**src/rtl/dmem_arbiter.sv**
```systemverilog
`default_nettype none
// ============================================================================
// Module  : dmem_arbiter
// Brief   : Two-port round-robin arbiter in front of a byte-addressed data RAM
//           with alignment/range checking; one transaction in flight at a time.
// Revision: 1.0 - initial release
// ============================================================================
module dmem_arbiter #(
    parameter int N     = 32,
    parameter int BYTES = 256
) (
    input  logic         i_clk,
    input  logic         i_arst_n,
    input  logic         i_req_0,
    input  logic         i_we_0,
    input  logic [N-1:0] i_addr_0,
    input  logic [N-1:0] i_wdata_0,
    input  logic [3:0]   i_wstrb_0,
    input  logic         i_req_1,
    input  logic         i_we_1,
    input  logic [N-1:0] i_addr_1,
    input  logic [N-1:0] i_wdata_1,
    input  logic [3:0]   i_wstrb_1,
    output logic         o_gnt_0,
    output logic         o_rvalid_0,
    output logic [N-1:0] o_rdata_0,
    output logic         o_err_0,
    output logic         o_gnt_1,
    output logic         o_rvalid_1,
    output logic [N-1:0] o_rdata_1,
    output logic         o_err_1,
    output logic         o_mem_we,
    output logic         o_mem_re,
    output logic [N-1:0] o_mem_addr,
    output logic [N-1:0] o_mem_wdata,
    output logic [3:0]   o_mem_wstrb,
    input  logic [N-1:0] i_mem_rdata
);

    typedef enum logic [1:0] {
        S_IDLE   = 2'd0,
        S_ACCESS = 2'd1,
        S_RESP   = 2'd2
    } state_t;

    localparam logic [N:0] c_BYTES = (N+1)'(BYTES);

    state_t         r_state;
    state_t         w_state_nxt;
    logic           r_ptr;
    logic           r_port;
    logic           r_we;
    logic [N-1:0]   r_addr;
    logic [N-1:0]   r_wdata;
    logic [3:0]     r_wstrb;
    logic [N-1:0]   r_rdata_0;
    logic [N-1:0]   r_rdata_1;

    logic           w_sel;
    logic           w_take;
    logic           w_gnt_0;
    logic           w_gnt_1;
    logic           w_shape_ok;
    logic [1:0]     w_top;
    logic [N:0]     w_end;
    logic           w_legal;
    logic           w_mem_en;

    // Pointer only matters when both ports ask; a lone requester always wins.
    assign w_sel = (i_req_0 && i_req_1) ? r_ptr : i_req_1;

    always_comb begin
        w_state_nxt = r_state;
        w_take      = 1'b0;
        w_gnt_0     = 1'b0;
        w_gnt_1     = 1'b0;
        case (r_state)
            S_IDLE: begin
                if (i_req_0 || i_req_1) begin
                    w_take      = 1'b1;
                    w_gnt_0     = ~w_sel;
                    w_gnt_1     = w_sel;
                    w_state_nxt = S_ACCESS;
                end
            end
            S_ACCESS: w_state_nxt = S_RESP;
            S_RESP:   w_state_nxt = S_IDLE;
            default:  w_state_nxt = S_IDLE;
        endcase
    end

    always_comb begin
        w_shape_ok = 1'b0;
        w_top      = 2'd0;
        case (r_wstrb)
            4'b0001: begin w_shape_ok = 1'b1;                  w_top = 2'd0; end
            4'b0011: begin w_shape_ok = ~r_addr[0];            w_top = 2'd1; end
            4'b1111: begin w_shape_ok = (r_addr[1:0] == 2'b00); w_top = 2'd3; end
            default: ;
        endcase
    end

    // One extra bit keeps the end address from wrapping near the top of the space.
    assign w_end    = {1'b0, r_addr} + {{(N-1){1'b0}}, w_top};
    assign w_legal  = w_shape_ok && (w_end < c_BYTES);
    assign w_mem_en = (r_state == S_ACCESS) && w_legal;

    always_ff @(posedge i_clk or negedge i_arst_n) begin
        if (!i_arst_n) begin
            r_state   <= S_IDLE;
            r_ptr     <= 1'b0;
            r_port    <= 1'b0;
            r_we      <= 1'b0;
            r_addr    <= '0;
            r_wdata   <= '0;
            r_wstrb   <= '0;
            r_rdata_0 <= '0;
            r_rdata_1 <= '0;
        end else begin
            r_state <= w_state_nxt;
            if (w_take) begin
                r_ptr   <= ~w_sel;
                r_port  <= w_sel;
                r_we    <= w_sel ? i_we_1    : i_we_0;
                r_addr  <= w_sel ? i_addr_1  : i_addr_0;
                r_wdata <= w_sel ? i_wdata_1 : i_wdata_0;
                r_wstrb <= w_sel ? i_wstrb_1 : i_wstrb_0;
            end
            if (w_mem_en && !r_we) begin
                if (r_port) r_rdata_1 <= i_mem_rdata;
                else        r_rdata_0 <= i_mem_rdata;
            end
        end
    end

    // Grants are combinational, so they are also masked by the reset pin itself.
    assign o_gnt_0     = w_gnt_0 & i_arst_n;
    assign o_gnt_1     = w_gnt_1 & i_arst_n;
    assign o_rvalid_0  = (r_state == S_RESP) && !r_port;
    assign o_rvalid_1  = (r_state == S_RESP) &&  r_port;
    assign o_err_0     = o_rvalid_0 && !w_legal;
    assign o_err_1     = o_rvalid_1 && !w_legal;
    assign o_rdata_0   = r_rdata_0;
    assign o_rdata_1   = r_rdata_1;
    assign o_mem_we    = w_mem_en &  r_we;
    assign o_mem_re    = w_mem_en & ~r_we;
    assign o_mem_addr  = w_mem_en ? r_addr  : '0;
    assign o_mem_wdata = w_mem_en ? r_wdata : '0;
    assign o_mem_wstrb = w_mem_en ? r_wstrb : 4'b0000;

endmodule
`default_nettype wire

```
**config.mk**
```make
export PLATFORM = sky130hd
export DESIGN_NAME = dmem_arbiter
export DESIGN_NICKNAME = d
export VERILOG_FILES = /design/src/rtl/dmem_arbiter.sv
export SDC_FILE = /design/constraint.sdc
export NUM_CORES = 1
export LEC_CHECK = 0
export CELL_PAD_IN_SITES_DETAIL_PLACEMENT = 1
export CELL_PAD_IN_SITES_GLOBAL_PLACEMENT = 1
export CORE_MARGIN = 4
export CORE_UTILIZATION = 33
export DETAILED_ROUTE_END_ITERATION = 6
export PLACE_DENSITY = 0.88
export SLEW_MARGIN = 20
export SYNTH_ARGS = -nofsm -noshare
export SYNTH_HDL_FRONTEND = slang
export SYNTH_SLANG_ARGS = --single-unit
```
**constraint.sdc**
```tcl
create_clock -name i_clk -period 5.3 [get_ports i_clk]
set_input_delay 0.795 -clock i_clk [delete_from_list [all_inputs] [get_ports i_clk]]
set_output_delay 0.795 -clock i_clk [all_outputs]
set_load 0.03 [all_outputs]
```
* Word-level counts from Yosys, hierarchy flattened
Cells that the tools add are included.
Operators by class: add/sub/neg operators 1, magnitude comparators 1, equality and inequality tests 6, muxes and demuxes 18, bitwise operators 8, reductions and logical operators 16
Operator list (number):
- two-way mux 32 bit | 4
- adder 32 x 2 -> 33 bit | 1
- less-than comparator 33 x 9 -> 1 bit, second input constant | 1
- logical AND 1 bit | 8
- two-way mux 1 bit | 8
- two-way mux 4 bit | 2
- case mux 2 bit (2 select lines) | 2
- bitwise AND 1 bit | 4
- == test 4 x 1 -> 1 bit, second input constant | 1
- == test 4 x 2 -> 1 bit, second input constant | 1
- == test 4 bit, second input constant | 1
- zero test 2 bit | 2
- inverter 1 bit | 4
- AND reduction 2 bit | 2
- zero test 1 bit | 3
- case mux 1 bit (3 select lines) | 1
- == test 2 x 1 -> 1 bit, second input constant | 1
- == test 2 bit, second input constant | 1
- two-way mux 2 bit | 1
- inequality test 2 bit, second input constant | 1
- logical OR 1 bit | 1
Storage, ports and cells: register bits after elaboration 137, word-level logic and storage cells 59

* Logic depth before layout (Yosys ltp)
depth after elaboration 8, gate-level depth with buffers 10

* Worst setup path after synthesis
OpenSTA, ideal clock, no wires.
kind reg2out, start point reg r_wstrb[0], end point out o_mem_re, arrival time 3218 ps, path slack 1287 ps, stages on the path, launching flop included 11, buffers on the path 1, path through dfrtp_1 -> and4_1 -> ha_1 -> a41oi_2 -> nor2_1 -> mux2_2 -> o2111ai_1 -> nor4_4 -> clkbuf_2 -> and2_1 -> nor2b_1
Between the ends: word-level cells in the longest chain between the ends 7, elaborated cells between the ends (all ways) 10, those cells by class add/sub: 1; order compare: 1; eq/ne: 3; mux: 2; bitwise: 1; reduce/logical: 2
Ends and longest elaborated chain:
- from (decl) | line 55 | logic [3:0] r_wstrb;
- from (signal assigned) | line 127 | r_wstrb <= w_sel ? i_wstrb_1 : i_wstrb_0;
- == test 4 bit or == test 4 x 2 -> 1 bit (tied branches) | line 95 | case (r_wstrb)
- case mux 2 bit (2 select lines) | line 95
- adder 32 x 2 -> 33 bit | line 104 | assign w_end = {1'b0, r_addr} + {{(N-1){1'b0}}, w_top};
- less-than comparator 33 x 9 -> 1 bit | line 105 | assign w_legal = w_shape_ok && (w_end < c_BYTES);
- logical AND 1 bit (*) | line 105
- logical AND 1 bit (*) | line 106 | assign w_mem_en = (r_state == S_ACCESS) && w_legal;
- bitwise AND 1 bit (*) | line 146 | assign o_mem_re = w_mem_en & ~r_we;
- to (decl) | line 33 | output logic o_mem_re,
Mark *: on every way between the ends. The rest lies on a longest branch, timed or not.

* Final worst setup path
start point reg r_wstrb[2], end point out o_mem_re
Same word-level chain as after synthesis.

==> summary.md <==
| Metric | Value |
|---|---|
| Setup TNS after final layout | 0 ns |
| Fraction of layout instances using a drive strength above 1 | 0.116 |
| Largest fanout of any net on the critical path | 49 |
| Min cycle time layout | 4.93 ns |
| Number of synthesized flops with an enable pin | 0 |
| Worst Max-Slew Pin Slew | 0.985 ns |
| Port buffer count | 289 |
| TritonCTS Sinks | 137 |
| First-pass GRT wire length | 37,700 um |
| Number of synthesis warnings | 0 |
| Post-layout power | 4.07 mW |
| Leakage | 4.59 nW |
| Horizontal extent of the die | 151 um |
| Insertion delay of the later-clocked pin in the worst-skew pair | 0.42 ns |
| Final design utilization | 0.513 |
| Final clock skew | 0.0108 ns |
| Outcome | finished, final reports clean |
| Initial DRT Pass Iterations | 4 |
| Die area | 22,900 um2 |
| Hold Path Class | in2async |
| DRC marker count from the first detailed-route iteration | 305 |
| Maximum number of pins on one net before global-route repair | 92 |
| Most frequent cells after synthesis | sky130_fd_sc_hd__dfrtp_1, sky130_fd_sc_hd__nand2_1, sky130_fd_sc_hd__and3_1 |
| Portion of synthesized cell area occupied by the leading cell type | 0.507 |
| Pwr per Cell Area | 393 nW/um2 |
| Met3 track utilization from global routing | 0.0703 |
| RSZ-0062 raised after global routing | false |
| Share of the clock period used by the worst path after layout | 0.931 |
| Crit path capture type | output pin |
| Longest Clk Path Bufs | 2 |
| Initial Util | 0.335 |
| Cts hold-fix bufs | 0 |
| Detailed-route wire length per cell | 21.0 um |
| Worst EP arrival | 4.14 ns |
| CTS tree | yes |
| Largest delay contributor family on the critical path | buffers and inverters |
| Synth Register Bits | 137 |
| Number of buffers inserted to repair setup after CTS | 0 |
| Ordered list of cells on the worst path | and4_1 > ha_1 > a41oi_2 > nor2_1 > mux2_2 > o2111ai_1 > nor4_4 > buf_4 > and2_1 > nor2b_1 > clkdlybuf4s50_1 |
| Met1 track utilization from global routing | 0.244 |
| Setup-violating endpoint count in the final report | 0 |
| Start-to-end type of the worst setup path | reg2out |
| Number of instances in the synthesized netlist | 636 |
| Cell type contributing the most total cell area after synthesis | sky130_fd_sc_hd__dfrtp_1 |
| Buffers plus inverters on the worst setup path | 2 |
| Total length of routed wires | 25,000 um |
| FP Rows | 52 |
| Synth unique cells | 56 |
| H-tree level count | 4 |
| Core Box Area | 20,200 um2 |
| Antenna-violating nets left | 0 |
| Clock root buffer | sky130_fd_sc_hd__clkbuf_16 |
| Synth Flop Type | sky130_fd_sc_hd__dfrtp_1 |
| Final count of pins violating max slew | 0 |
| TritonCTS buffer count | 17 |
| DRC violation count after routing | 0 |
| Post-synthesis async set-or-reset flop share | 1.00 |
| Vias in the first global route | 6,618 |
| Syn_area_per_cell | 10.6 um2 |
| Worst-path cell with the longest stage delay | sky130_fd_sc_hd__clkdlybuf4s50_1 |
| Post-cts sizing count | 0 |
| Layout net count | 1,085 |
| Filler-free cell count of the finished design | 1,193 |
| Leading post-synthesis cells by cell area | sky130_fd_sc_hd__dfrtp_1, sky130_fd_sc_hd__mux2_2, sky130_fd_sc_hd__nand2_1 |
| Number of antenna violations at the first check in global routing | 2 |
| I/O pin total | 314 |
| Seq/Total Area, Yosys | 0.507 |
| Crit path largest cell delay | 0.68 ns |
| Max-cap violations | 0 |
| Cell area after synthesis | 6770 um2 |
| GP Congestion | 0.794 |
| Top-count cell post-synth | sky130_fd_sc_hd__dfrtp_1 |
| Total global routing track utilization | 0.215 |
| Worst rel slew slack | 0.343 |
| Instance area after placement | 9790 um2 |
| Number of vias after detailed routing | 6,020 |
| Global-route layer with the greatest usage | met2 |
| Fin. Hold Viols | 0 |
| # fillers | 2,194 |
| Die height | 151 um |
| Pre-CTS worst setup slack | 0.815 ns |
| GR Util met2 | 0.381 |
| Final setup slack of the worst path | 0.366 ns |
| Number of vias per cell after detailed routing | 5.05 |
| Total congestion overflow after global routing | 0 |
| Clock-pin slew on the worst setup and hold paths | 0.06 ns |
| Number of placed instances with taps included | 1,161 |
| Critical Path Source Type | flop |
| Peak clock frequency supported by timing | 0.203 GHz |
| Area Overhead vs Synth | 52.9% |
| Total non-filler cell area in the finished layout | 10,300 um2 |
| Worst hold slack | 0.281 ns |
| Maximum ir drop on the vdd rail | 0.233 mV |
| WP data required | 4.51 ns |
| Placed wire-length estimate after detailed placement | 18,900 um |
[where the power goes]
| group | internal (mW) | total (mW) | switching, mW |
|---|---|---|---|
| combinational | 0.540 | 1.29 | 0.749 |
| sequential | 1.35 | 1.66 | 0.311 |
| clock | 0.644 | 1.12 | 0.475 |
| total | 2.53 | 4.07 | 1.54 |
[layout make-up]
| cell class | instances | area, um2 | share of cell area |
|---|---|---|---|
| clock buffer | 17 | 425 | 0.0411 |
| sequential | 137 | 3430 | 0.332 |
| multi-input combinational | 454 | 3060 | 0.296 |
| tap | 270 | 338 | 0.0327 |
| antenna | 1 | 2.50 | 0.000242 |
| timing repair buffer | 296 | 2950 | 0.285 |
| clock inverter | 14 | 125 | 0.0121 |
| inverter | 4 | 15.0 | 0.00145 |
[worst register-to-register path, stage by stage, from the launching register on]
cell and delay, ns:
sky130_fd_sc_hd__dfrtp_1 0.47, sky130_fd_sc_hd__and4_1 0.22, sky130_fd_sc_hd__ha_1 0.30, sky130_fd_sc_hd__a41oi_2 0.43, sky130_fd_sc_hd__nor2_1 0.11, sky130_fd_sc_hd__mux2_2 0.24
sky130_fd_sc_hd__o2111ai_1 0.18, sky130_fd_sc_hd__nor4_4 0.28, sky130_fd_sc_hd__buf_4 0.45, sky130_fd_sc_hd__nand4b_4 0.67, sky130_fd_sc_hd__mux2_2 0.55
[sequential cells by signal (all words and copies together) (netlist names)]
signal	cells
r_we	1
r_wstrb	4
r_wdata	32
o_rdata_1	32
o_rdata_0	32
r_port	1
r_ptr	1
r_state	2
r_addr	32
[cell families (layout without fill, tap and decap cells)]
family | count (synthesis) | count (layout) | share of synthesized area
buf+inv | 68 | 331 | 0.0584
flops | 137 | 137 | 0.507
mux | 93 | 93 | 0.153
xor+xnor | 1 | 1 | 0.00129
other cells | 1 | 25 | 0.000554
fa+ha+maj | 1 | 1 | 0.00185
compound gates | 89 | 89 | 0.0923
simple gates | 246 | 246 | 0.186
[layer usage]
| layer | wire (um) | part of all wire |
|---|---|---|
| met5 | 13 | 0.00052 |
| met4 | 459 | 0.018 |
| met3 | 2110 | 0.084 |
| met2 | 12900 | 0.52 |
| met1 | 9500 | 0.38 |
[layout by cell type (no fill, tap or decap), types with 7 or more instances in the layout]
master,instances
sky130_fd_sc_hd__and3_1,49
sky130_fd_sc_hd__mux2i_1,27
sky130_fd_sc_hd__mux2_2,48
sky130_fd_sc_hd__nand4_1,11
sky130_fd_sc_hd__buf_4,7
sky130_fd_sc_hd__nand2_1,121
sky130_fd_sc_hd__nand3_1,11
sky130_fd_sc_hd__clkdlybuf4s50_1,288
sky130_fd_sc_hd__conb_1,24
sky130_fd_sc_hd__nor2_1,12
sky130_fd_sc_hd__dfrtp_1,137
sky130_fd_sc_hd__mux2_1,12
sky130_fd_sc_hd__clkbuf_16,17
sky130_fd_sc_hd__a22oi_1,46
sky130_fd_sc_hd__o21ai_0,28
[worst paths after layout]
check | slack, ns | to | start | cells past startpoint
max | 0.37 | o_mem_re | r_wstrb[2] | 11
min | 0.28 | o_rdata_0[20] | i_arst_n | 1
max reg2reg | 1.28 | o_rdata_1[10] | r_wstrb[2] | 10
min reg2reg | 0.48 | r_wdata[14] | r_wdata[14] | 2
max in group asynchronous | 3.94 | r_wstrb[3] | i_arst_n | 2
min in group i_clk | 0.48 | r_wdata[14] | r_wdata[14] | 2
Power figures use the tool's default switching activity.
==> RTL edit: new RTL, same flow settings <==
Change the parameter `N` from 32 to 48.
--- a/src/rtl/dmem_arbiter.sv
+++ b/src/rtl/dmem_arbiter.sv
@@ -6,7 +6,7 @@
 // Revision: 1.0 - initial release
 // ============================================================================
 module dmem_arbiter #(
-    parameter int N     = 32,
+    parameter int N     = 48,
     parameter int BYTES = 256
 ) (
     input  logic         i_clk,
Ports: changed (9 resized); port bits go from 314 to 458. No check against the original RTL was run, so the function may have changed too.
==> RTL edit against the unedited design <==
The run now ends with DRC, setup timing left. Sequential cell count rose by 64. Utilization grew 2.3 points. Power is 58% higher. Final area rose by 55%. Die area increased by 47%. Area after synthesis rose by 50%. Wire length grew 83%. Worst setup slack worse by 0.45 ns. Critical endpoint is now o_mem_wdata[34].
==> RTL edit: results (changes against the unedited design) <==
Run status
  • Outcome: finished, violations left (was finished clean)
  • Failing checks: DRC, setup timing

Routing
  • M1 WL: 15.7 mm (was 9.50 mm)
  • Initial DRC Count: 838 (was 305)
  • Highest routed metal layer: met5 (unchanged)
  • # DRC: 15 (was 0)
  • Avg Vias per Cell: 5.52 (was 5.05)
  • Routed wl met3: 3.45 mm (was 2.11 mm)
  • Metal2 WL: 24.8 mm (was 12.9 mm)
  • Router iterations before antenna repair: 7 (was 4)
  • WL/cell: 26.1 um (was 21.0 um)

Global routing
  • Initial antenna violation count: 6 (was 2)
  • Met2 usage: 0.475 (was 0.381)
  • Routing usage on met1: 0.274 (was 0.244)
  • GR Util met3: 0.0579 (was 0.0703)
  • Vias in the first global route: 10679 (was 6618)
  • First-pass GRT wire length: 65.4 mm (was 37.7 mm)
  • Total grt overflow: 0 (unchanged)
  • Pin count of the biggest net entering global routing: 105 (was 92)
  • GRT Resource Usage Total: 0.250 (was 0.215)

Clock tree
  • CTS root buffer: clkbuf_16 (unchanged)
  • CTS clk-pin slew, worst paths: 0.06 ns (about the same)
  • Clock latency at the later pin of the worst-skew pair: 0.54 ns (was 0.42 ns)
  • Clock tree buffer depth: 3 (was 2)
  • H-Tree Depth: 1 (was 4)
  • CTS Buf Count: 24 (was 17)

Final layout
  • FILL cells: 3127 (was 2194)
  • Nets: 1601 (was 1085)
  • Fraction of layout instances using a drive strength above 1: 0.247 (was 0.116)
  • Final Non-Filler Cells: 1757 (was 1193)

Setup path
  • Worst Path Max Fanout: 7 (was 49)
  • Crit path DAT: 4.59 ns (was 4.14 ns)

Placement
  • Dpl ws: 0.279 ns (was 0.815 ns)
  • Placed cell count: 1683 (was 1161)
  • GP Congestion: 0.982 (was 0.794)
  • DP HPWL: 31.7 mm (was 18.9 mm)
  • IO Port Bufs: 417 (was 289)

Timing
  • Slew Viols, Final: 0 (unchanged)
  • Worst-margin pin slew: 0.902 ns (was 0.985 ns)
  • Final setup viols: 60 (was 0)
  • Worst Clk Skew: 0.0339 ns (was 0.0108 ns)
  • PnR worst setup slack: -0.0839 ns (was 0.366 ns)

Synthesis
  • Synth unique cells: 73 (was 56)
  • Avg Cell Area, Syn: 11.0 sq um (was 10.6 sq um)
  • Asr flop ratio synth: 1.00 (unchanged)
  • Post-synth top cells: dfrtp_1 (201), inv_1 (110), a222oi_1 (101) (was dfrtp_1 (137), nand2_1 (121), and3_1 (49))
  • Synth area leaders: dfrtp_1 (50%), a222oi_1 (10%), mux2_2 (9.9%) (was dfrtp_1 (51%), mux2_2 (8.0%), nand2_1 (6.7%))
  • Synthesis Warnings: 0 (unchanged)
  • Sequential area share after synthesis: 0.496 (was 0.507)

Power and ir drop
  • Static leakage: 7.18 nW (was 4.59 nW)
  • IR drop worst, VDD: 309 uV (was 233 uV)

Min path
  • Hold WC Path Type: in -> async (unchanged)
## RTL edit: changes by cell type in the layout (fill, tap and decap cells not counted), sizes merged, moves of 45 or more
cell           delta
and2             +63
a22oi            -45
inv             +105
dfrtp            +64
nand2            -88
a222oi          +101
buf              +98
clkdlybuf4s50    +64
## RTL edit: critical path: stages, from the launching register on
cell	delay [ns]
dfrtp_1	0.42
nand2_2	0.11
nor2_2	0.05
ha_1	0.26
nand4_1	0.16
buf_4	0.20
o21bai_4	0.24
nand3_2	0.14
xnor2_2	0.20
or4_1	0.39
or4_4	0.42
or4_4	0.57
nor3_4	0.22
buf_6	0.18
buf_8	0.17
and2_1	0.16
buf_4	0.17
## RTL edit: repair_timing
action,CTS,global route
resized for setup,20,113
setup buffers,12,10
pin swaps,6,54
setup endpoints to repair,64,64
gates cloned,2,5
## RTL edit: final timing paths
kind / start / endpoint / cells after the start / slack (ns)
hold / removal: i_arst_n / o_rdata_1[19] / 1 / 0.27
hold reg to reg: r_ptr / r_ptr / 1 / 0.49
setup reg to reg: r_wstrb[3] / o_rdata_0[34] / 16 / 0.83
setup / recovery: r_wstrb[3] / o_mem_wdata[34] / 16 / -0.08
max in group asynchronous: i_arst_n / r_wstrb[2] / 3 / 3.16
min in group i_clk: r_ptr / r_ptr / 1 / 0.49
## RTL edit: per-stage QoR
step,instance area [sq um],setup TNS [ns],power [mW]
final,16000,-2.59,6.44
after global routing,16000,-11.76,6.81
after CTS,15500,0,6.35
after detailed placement,14400,0,4.53
after global placement,14400,0,4.41
after floorplan,10300,0,3.65
## RTL edit: cell type report
type	count	area [sq um]	share of cell area
Antenna cell	4	10.0	0.000624
Clock buffer	32	701	0.0437
Clock inverter	11	148	0.00921
Inverter	110	413	0.0257
Multi-Input combinational cell	544	4480	0.279
Sequential cell	201	5040	0.314
Tap cell	390	488	0.0304
Timing Repair Buffer	465	4760	0.297
## RTL edit: kinds of logic (layout without fill, tap and decap cells)
| family | count (synthesis) | count (layout) | synth area share |
|---|---|---|---|
| simple gates | 244 | 244 | 0.143 |
| buf+inv | 213 | 618 | 0.101 |
| flops | 201 | 201 | 0.496 |
| compound gates | 152 | 152 | 0.141 |
| mux | 101 | 101 | 0.112 |
| xor+xnor | 6 | 6 | 0.00592 |
| fa+ha+maj | 1 | 1 | 0.00123 |
| other cells | 1 | 44 | 0.000370 |
## RTL edit: power by group
group	total, mW	switching [mW]	internal [mW]
combinational	2.19	1.22	0.975
sequential	2.48	0.515	1.97
clock	1.76	0.684	1.07
total	6.44	2.42	4.02
